[config.mk]
export PLATFORM = sky130hd
export DESIGN_NAME = mod_n_updown_counter_flat
export DESIGN_NICKNAME = d
export VERILOG_FILES = /design/src/rtl/mod_n_pkg.sv /design/src/rtl/mod_n_updown_counter_if.sv /design/src/rtl/mod_n_next.sv /design/src/rtl/mod_n_updown_counter.sv /design/src/flat_wrapper.sv
export SDC_FILE = /design/constraint.sdc
export NUM_CORES = 1
export LEC_CHECK = 0
export BUFFER_PORTS_ARGS = -buffer_cell sky130_fd_sc_hd__buf_4
export CAP_MARGIN = 10
export CORE_UTILIZATION = 55
export CTS_BUF_LIST = sky130_fd_sc_hd__clkbuf_2
export DETAILED_ROUTE_END_ITERATION = 8
export PLACE_DENSITY = 0.81
export SLEW_MARGIN = 20
export SYNTH_ARGS = -nofsm -noshare
export SYNTH_HDL_FRONTEND = slang
export SYNTH_HIERARCHICAL = 1
export SYNTH_SLANG_ARGS = --single-unit
[constraint.sdc]
create_clock -name clk -period 4 [get_ports clk]
set_input_delay 0.2 -clock clk [delete_from_list [all_inputs] [get_ports clk]]
set_output_delay 0.2 -clock clk [all_outputs]
set_load 0.005 [all_outputs]
[src/rtl/mod_n_pkg.sv]
// Shared constants for the mod-N up/down counter family: count direction
// encodings and the default geometry used by the interface, RTL and bench.
package mod_n_pkg;

  localparam logic MODE_DOWN = 1'b0;
  localparam logic MODE_UP   = 1'b1;

  localparam int DEF_WIDTH   = 4;
  localparam int DEF_MODULUS = 12;
  localparam int DEF_STEP_W  = 2;

endpackage

[src/rtl/mod_n_updown_counter_if.sv]
// Bus bundle between a driver/monitor testbench and the mod-N counter.
// The master drives the controls; the slave is the counter itself.
interface mod_n_updown_counter_if
  import mod_n_pkg::*;
#(
  parameter int WIDTH  = DEF_WIDTH,
  parameter int STEP_W = DEF_STEP_W
);

  logic              load;
  logic [WIDTH-1:0]  datain;
  logic              mode;
  logic              en;
  logic [STEP_W-1:0] step;
  logic [WIDTH-1:0]  dataout;
  logic              wrap;
  logic              load_err;

  modport master (
    output load, datain, mode, en, step,
    input  dataout, wrap, load_err
  );

  modport slave (
    input  load, datain, mode, en, step,
    output dataout, wrap, load_err
  );

  // Passive view: write side (controls) and read side (results) together
  modport monitor (
    input load, datain, mode, en, step,
    input dataout, wrap, load_err
  );

endinterface

[src/rtl/mod_n_next.sv]
// Combinational next-count logic: steps the current count up or down modulo
// MODULUS and flags when the result wrapped around the range boundary.
module mod_n_next
  import mod_n_pkg::*;
#(
  parameter int WIDTH   = DEF_WIDTH,
  parameter int MODULUS = DEF_MODULUS,
  parameter int STEP_W  = DEF_STEP_W
) (
  input  logic [WIDTH-1:0]  count,
  input  logic [STEP_W-1:0] step,
  input  logic              mode,
  output logic [WIDTH-1:0]  nextCount,
  output logic              wrapNext
);

  // One extra bit so count+step and count+MODULUS never overflow
  localparam logic [WIDTH:0] MOD_EXT = (WIDTH + 1)'(MODULUS);

  logic [WIDTH:0] countExt;
  logic [WIDTH:0] stepExt;
  logic [WIDTH:0] sum;
  logic [WIDTH:0] result;

  always_comb begin
    countExt = {1'b0, count};
    stepExt  = (WIDTH + 1)'(step);
    sum      = countExt + stepExt;
    result   = sum;
    wrapNext = 1'b0;
    if (mode == MODE_UP) begin
      if (sum >= MOD_EXT) begin
        result   = sum - MOD_EXT;
        wrapNext = 1'b1;
      end
    end else if (countExt >= stepExt) begin
      result = countExt - stepExt;
    end else begin
      result   = countExt + MOD_EXT - stepExt;
      wrapNext = 1'b1;
    end
    nextCount = WIDTH'(result);
  end

endmodule

[src/rtl/mod_n_updown_counter.sv]
// Modulo-MODULUS up/down counter with programmable step, range-checked load,
// sticky load error flag and a registered wrap pulse for cascading digits.
module mod_n_updown_counter
  import mod_n_pkg::*;
#(
  parameter int WIDTH   = DEF_WIDTH,
  parameter int MODULUS = DEF_MODULUS,
  parameter int STEP_W  = DEF_STEP_W
) (
  input logic             clk,
  input logic             rst,
  mod_n_updown_counter_if.slave bus
);

  if ((MODULUS < 2) || (MODULUS > (2 ** WIDTH))) begin : g_badModulus
    $error("mod_n_updown_counter: MODULUS must be in 2..2**WIDTH");
  end
  if (((2 ** STEP_W) - 1) >= MODULUS) begin : g_badStep
    $error("mod_n_updown_counter: largest step must be below MODULUS");
  end

  localparam logic [WIDTH:0] MOD_EXT = (WIDTH + 1)'(MODULUS);

  logic [WIDTH-1:0] count;
  logic             wrapReg;
  logic             loadErr;
  logic [WIDTH-1:0] nextCount;
  logic             wrapNext;

  mod_n_next #(
    .WIDTH   (WIDTH),
    .MODULUS (MODULUS),
    .STEP_W  (STEP_W)
  ) u_next (
    .count     (count),
    .step      (bus.step),
    .mode      (bus.mode),
    .nextCount (nextCount),
    .wrapNext  (wrapNext)
  );

  // Priority is load, then enabled count, then hold; wrap only pulses on a count
  always_ff @(posedge clk or negedge rst) begin
    if (!rst) begin
      count   <= '0;
      wrapReg <= 1'b0;
      loadErr <= 1'b0;
    end else if (bus.load) begin
      wrapReg <= 1'b0;
      if ({1'b0, bus.datain} < MOD_EXT) begin
        count   <= bus.datain;
        loadErr <= 1'b0;
      end else begin
        loadErr <= 1'b1;
      end
    end else if (bus.en) begin
      count   <= nextCount;
      wrapReg <= wrapNext;
    end else begin
      wrapReg <= 1'b0;
    end
  end

  assign bus.dataout  = count;
  assign bus.wrap     = wrapReg;
  assign bus.load_err = loadErr;

endmodule

[src/flat_wrapper.sv]
// flat-port wrapper written by rule: the top's interface ports become plain ports
module mod_n_updown_counter_flat import mod_n_pkg::*;
#(
  parameter int WIDTH   = DEF_WIDTH,
  parameter int MODULUS = DEF_MODULUS,
  parameter int STEP_W  = DEF_STEP_W
)
  (clk, rst, bus_load, bus_datain, bus_mode, bus_en, bus_step, bus_dataout, bus_wrap, bus_load_err);
  mod_n_updown_counter_if #(.WIDTH(WIDTH), .STEP_W(STEP_W)) bus_i ();
  input logic clk;
  input logic rst;
  input wire logic [$bits(bus_i.load)-1:0] bus_load;
  input wire logic [$bits(bus_i.datain)-1:0] bus_datain;
  input wire logic [$bits(bus_i.mode)-1:0] bus_mode;
  input wire logic [$bits(bus_i.en)-1:0] bus_en;
  input wire logic [$bits(bus_i.step)-1:0] bus_step;
  output wire logic [$bits(bus_i.dataout)-1:0] bus_dataout;
  output wire logic [$bits(bus_i.wrap)-1:0] bus_wrap;
  output wire logic [$bits(bus_i.load_err)-1:0] bus_load_err;
  assign bus_i.load = bus_load;
  assign bus_i.datain = bus_datain;
  assign bus_i.mode = bus_mode;
  assign bus_i.en = bus_en;
  assign bus_i.step = bus_step;
  assign bus_dataout = bus_i.dataout;
  assign bus_wrap = bus_i.wrap;
  assign bus_load_err = bus_i.load_err;
  mod_n_updown_counter #(.WIDTH(WIDTH), .MODULUS(MODULUS), .STEP_W(STEP_W)) u_core (.clk(clk), .rst(rst), .bus(bus_i));
endmodule
Word level (Yosys, flattened, before mapping)
Cells that the tools add are included.

word-level totals
  word-level logic and storage cells = 26
  input bits = 11
  output and inout port bits = 6
  register bits after elaboration = 6

operators by class
  muxes and demuxes = 12
  magnitude comparators = 3
  add/subtract/negate cells = 5
  equality and inequality tests = 1
  reduce and logical (&&, ||, !) cells = 2

operator list
  kind                                                                      count
  4-bit two-way mux                                                         6
  4-bit by 2-bit subtractor with 4-bit output                               2
  1-bit two-way mux                                                         6
  4-bit by 2-bit adder with 5-bit output                                    1
  5-bit by 4-bit >= comparator with 1-bit output (second input constant)    1
  4-bit adder (second input constant)                                       1
  4-bit by 2-bit >= comparator with 1-bit output                            1
  4-bit < comparator (second input constant)                                1
  4-bit subtractor (second input constant)                                  1
  2-bit by 1-bit inequality test with 1-bit output (second input constant)  1
  2-bit AND reduction                                                       1
  2-bit nonzero test                                                        1

Longest topological paths before layout
  depth in word-level cells = 6
  mapped depth = 13
  gate-level depth less buffers = 12

Cells and area by module
Netlist, hierarchy kept.

by module, submodules not included
  module                seq. area each (µm²)  times used  cells each  area each (µm²)
  mod_n_next            0.0                   1           63          484.2
  mod_n_updown_counter  150.1                 1           21          296.5

Least setup slack after synthesis
No wires, ideal clock.

  kind = register to register
  from = register u_core.count[0], in the netlist u_core/bus.dataout[0]
  to = register u_core.count[2], in the netlist u_core/bus.dataout[2]
  path buffers = 2
  arrival time = 2.941 ns
  setup time = 0.125 ns
  setup slack = 0.934 ns
  cell stages (with the launch flop) = 14
  data required time = 3.875 ns
  clock period less this slack = 3.066 ns
  cells stage by stage = dfrtp_1 -> ha_1 -> inv_1 -> fa_1 -> clkbuf_1 -> xnor2_1 -> ha_1 -> and3_1 -> buf_6 -> mux2_4 -> a221o_1 -> o221a_2 -> mux2_4 -> mux2_2

between the ends
  cells in the longest elaborated chain, start to end = 6
  elaborated cells on any way between the ends = 12
  those cells by class = add/sub: 5; order compare: 2; mux: 5

ends and longest elaborated chain
  what                                                                          RTL line                            RTL
  start: declaration                                                            mod_n_updown_counter.sv:24          logic [WIDTH-1:0] count;
  start signal: assignment                                                      mod_n_updown_counter.sv:51          count <= bus.datain;
  start signal: assignment                                                      mod_n_updown_counter.sv:57          count <= nextCount;
  4-bit adder / 4-bit by 2-bit adder with 5-bit output (equally long branches)  mod_n_next.sv:39, mod_n_next.sv:28
  4-bit by 2-bit subtractor with 4-bit output, or another cell as far along     mod_n_next.sv:39                    result = countExt + MOD_EXT - stepExt;
  4-bit two-way mux, on equally long branches                                   mod_n_next.sv:36, mod_n_next.sv:32
  4-bit two-way mux (*)                                                         mod_n_next.sv:31                    if (mode == MODE_UP) begin
  via u_core.nextCount[2]                                                       mod_n_updown_counter.sv:27          logic [WIDTH-1:0] nextCount;
  4-bit two-way mux (*)                                                         mod_n_updown_counter.sv:56          end else if (bus.en) begin
  4-bit two-way mux (*)                                                         mod_n_updown_counter.sv:48          end else if (bus.load) begin

Mark *: on every way through the listed nets, which the timed path passes. The rest lies on a longest branch. The select of a mux whose other input is x is not followed.
A chain may end at the register's enable or synchronous reset.

Final worst setup path
  from = register u_core.count[1], in the netlist u_core/bus.dataout[1]
  to = register u_core.count[2], in the netlist u_core/bus.dataout[2]

Same word-level chain as after synthesis.

==> impl_metrics.yaml <==
run_status:
  status: "completed"
floorplan:
  die_w_um: 39.7
  initial_core_util_pct: 59.3
  num_rows: 13
  core_um2: 1320
  design.die.area_um2: 1570
  io_pins: 17
  die_y_um: 39.7
synthesis:
  synthCells: 84
  syn_avg_cell_area_um2: 9.29
  yosysMostFrequentCell: "inv_1"
  yosysSeqAreaShare_pct: 19.2
  synth_common_cells: "9 x inv_1, 7 x ha_1, 6 x dfrtp_1"
  ys_seq_elements: 6
  synth-async-reset-ratio_pct: 100
  ys_types: 34
  synth_nets: 105
  synth_edf_count: 0
  synth_top_area_cell: "dfrtp_1"
  synth.top_cell.area_share_pct: 19.2
  yosys_warnings: 6
  synthTopCellsByArea: "dfrtp_1 19%, ha_1 11%, mux2_4 9.6%"
  syn_area_um2: 781
  synth_ff_type: "dfrtp_1"
routing:
  ant_nets: 0
  drc: 0
  vias: 667
  wirelength_mm: 1.62
  wl_per_cell_um: 14.3
  drtIter0Drc: 21
  first_pass_iters: 4
  vias_per_cell: 5.90
cells_and_area:
  final_nets: 121
  syn_to_final_growth_pct: 15.9
  postLayoutCoreUtil_pct: 68.7
  drive_above_1_share_pct: 31.6
  antenna_cells: 0
worst_setup_path:
  reg2reg_from: "u_core/bus.dataout[1]$_DFFE_PN0P_"
  startpoint: "u_core/bus.dataout[1]$_DFFE_PN0P_"
  worst_setup_path_start_kind: "flop"
  cp_data_required_time_ns: 4.09
  crit_slowest_cell: "dfrtp_1"
  cp_cell_sequence: "ha_1 -> nor2b_1 -> o21ai_0 -> xnor2_1 -> ha_1 -> and3_1 -> mux2_4 -> a221o_1 -> o221a_2 -> mux2_4 -> mux2_2"
  critPathBufInv: 0
  rr_worst_depth: 11
  slowest_delay_ns: 0.42
  critPathKind: "flop to flop"
  end_kind: "flop"
  path_delay_family: "multiplexers"
  arrival_ns: 3.37
  endpoint: "u_core/bus.dataout[2]$_DFFE_PN0P_"
  r2r-end: "u_core/bus.dataout[2]$_DFFE_PN0P_"
  cp.depth: 11
  cp_max_fo: 7
  r2r_slack_ns: 0.72
sta:
  tns_ns: 0
  finalCritPeriodShare_pct: 82.0
  max_freq_ghz: 0.305
  fin_crit_ns: 3.28
  tightest_slew_ns: 0.489
  slew_viol_final: 0
  maxSlewHeadroom_pct: 67.4
  final_hold_viol_count: 0
  fin_skew_ns: 0.00212
  setup_violations: 0
  rsz0062_at_grt: "no"
global_routing:
  met1_usage_pct: 31.2
  grtUsageMet3_pct: 1.70
  grt_start_max_net_pins: 16
  grt_busiest_layer: "met2"
  grt_pass1_wl_mm: 2.55
  grt.total_usage_pct: 24.7
  grt.overflow.total: 0
  antenna_found_initial: 0
  met2_usage_pct: 43.9
  grt_pass1_vias: 591
clock_network:
  htreeDepth: 1
  cts_sinks: 6
  clkLatencyLatePin_ns: 0.21
  path_clk_slew_ns: 0.05
  clk_path_buf_depth: 2
  cts_root_buffer: "clkbuf_2"
  cts_tree: "built"
  postCtsSetupRepairBufs: 0
  numCtsBuffers: 3
flow_run:
  drv_cap: 0
power:
  p_leak_nw: 0.431
  irDropWorstVdd_uv: 344
  power_density_nw_per_um2: 597
place:
  io_buffer_count: 16
  dp_hpwl_mm: 1.26
  gp_congestion: 0.740
min_path:
  min_from: "bus_en"
  min_path_type: "input port to flop"
-- worst min-delay path by stage --
stage | end | slack (ns) | cells after the start
after detailed placement | u_core/bus.dataout[0]$_DFFE_PN0P_ | 0.008 | 1
after global routing | u_core/bus.wrap$_DFF_PN0_ | 0.22 | 3
after CTS | u_core/bus.wrap$_DFF_PN0_ | 0.23 | 3
final | u_core/bus.wrap$_DFF_PN0_ | 0.24 | 3
after global placement | u_core/bus.wrap$_DFF_PN0_ | 0.008 | 1
after floorplan | u_core/bus.dataout[0]$_DFFE_PN0P_ | -0.1 | 0
-- routing by layer --
metal / share of wire, % / vias to the layer above / routed length (um)
met3: 3.0 / 0 / 49
met1: 44 / 324 / 704
li1: - / 326 / -
met5: 0 / - / 0
met4: 0 / 0 / 0
met2: 53 / 17 / 864
-- registers in the layout (all words and copies together) (netlist names) --
| register | count |
|---|---|
| u_core/bus.dataout | 4 |
| u_core/bus.load_err | 1 |
| u_core/bus.wrap | 1 |
-- report_power, final --
| group | internal (W) | switching [W] |
|---|---|---|
| logic | 0.000203 | 0.000167 |
| registers | 0.0000796 | 0.0000511 |
| clock network | 0.0000203 | 0.0000184 |
-- per-stage QoR --
| stage | setup WS [ns] | area, um2 | hold slack, ns | total power [W] | instances |
|---|---|---|---|---|---|
| after floorplan | 0.934 | 781 | -0.0956 | 0.000408 | 84 |
| after global placement | 0.840 | 880 | 0.00802 | 0.000485 | 109 |
| after detailed placement | 0.784 | 880 | 0.00847 | 0.000498 | 109 |
| after CTS | 0.757 | 905 | 0.230 | 0.000542 | 113 |
| after global routing | 0.549 | 905 | 0.225 | 0.000596 | 113 |
| final | 0.718 | 905 | 0.240 | 0.000540 | 113 |
-- cells in the final DEF (no fill, tap or decap), drive strengths merged, types with 2 or more instances in the layout --
master and instances:
nand2 3, buf 16, dfrtp 6, o21a 2, fa 3, xnor2 2
inv 10, or3b 2, nand2b 2, a21oi 5, nor2b 3, clkbuf 3
nor2 3, ha 7, mux2 10, o21ai 5, a211oi 2, nand3 3
-- what timing repair did --
action | 4_1_cts | 5_1_grt
hold endpoints to repair | 6 | 0
gates resized for setup | 0 | 0
hold buffers | 1 | 0
-- layout make-up --
cell class                 instances  area, um2
sequential                         6        150
clock buffer                       3       15.0
fill                             114        413
timing repair buffer              17        130
inverter                          10       37.5
multi-input combinational         62        553
tap                               15       18.8
-- tightest hold or removal path: stages --
cell	delay [ns]
buf_4	0.11
nand2_1	0.06
nor2_1	0.04
-- logic make-up after synthesis --
group | share of synthesized area [%]
xor+xnor | 2.24
fa+ha+maj | 18.9
flops | 19.2
buf+inv | 9.94
compound gates | 17.5
mux | 18.1
simple gates | 14.1
(Power assumes the default switching activity.)
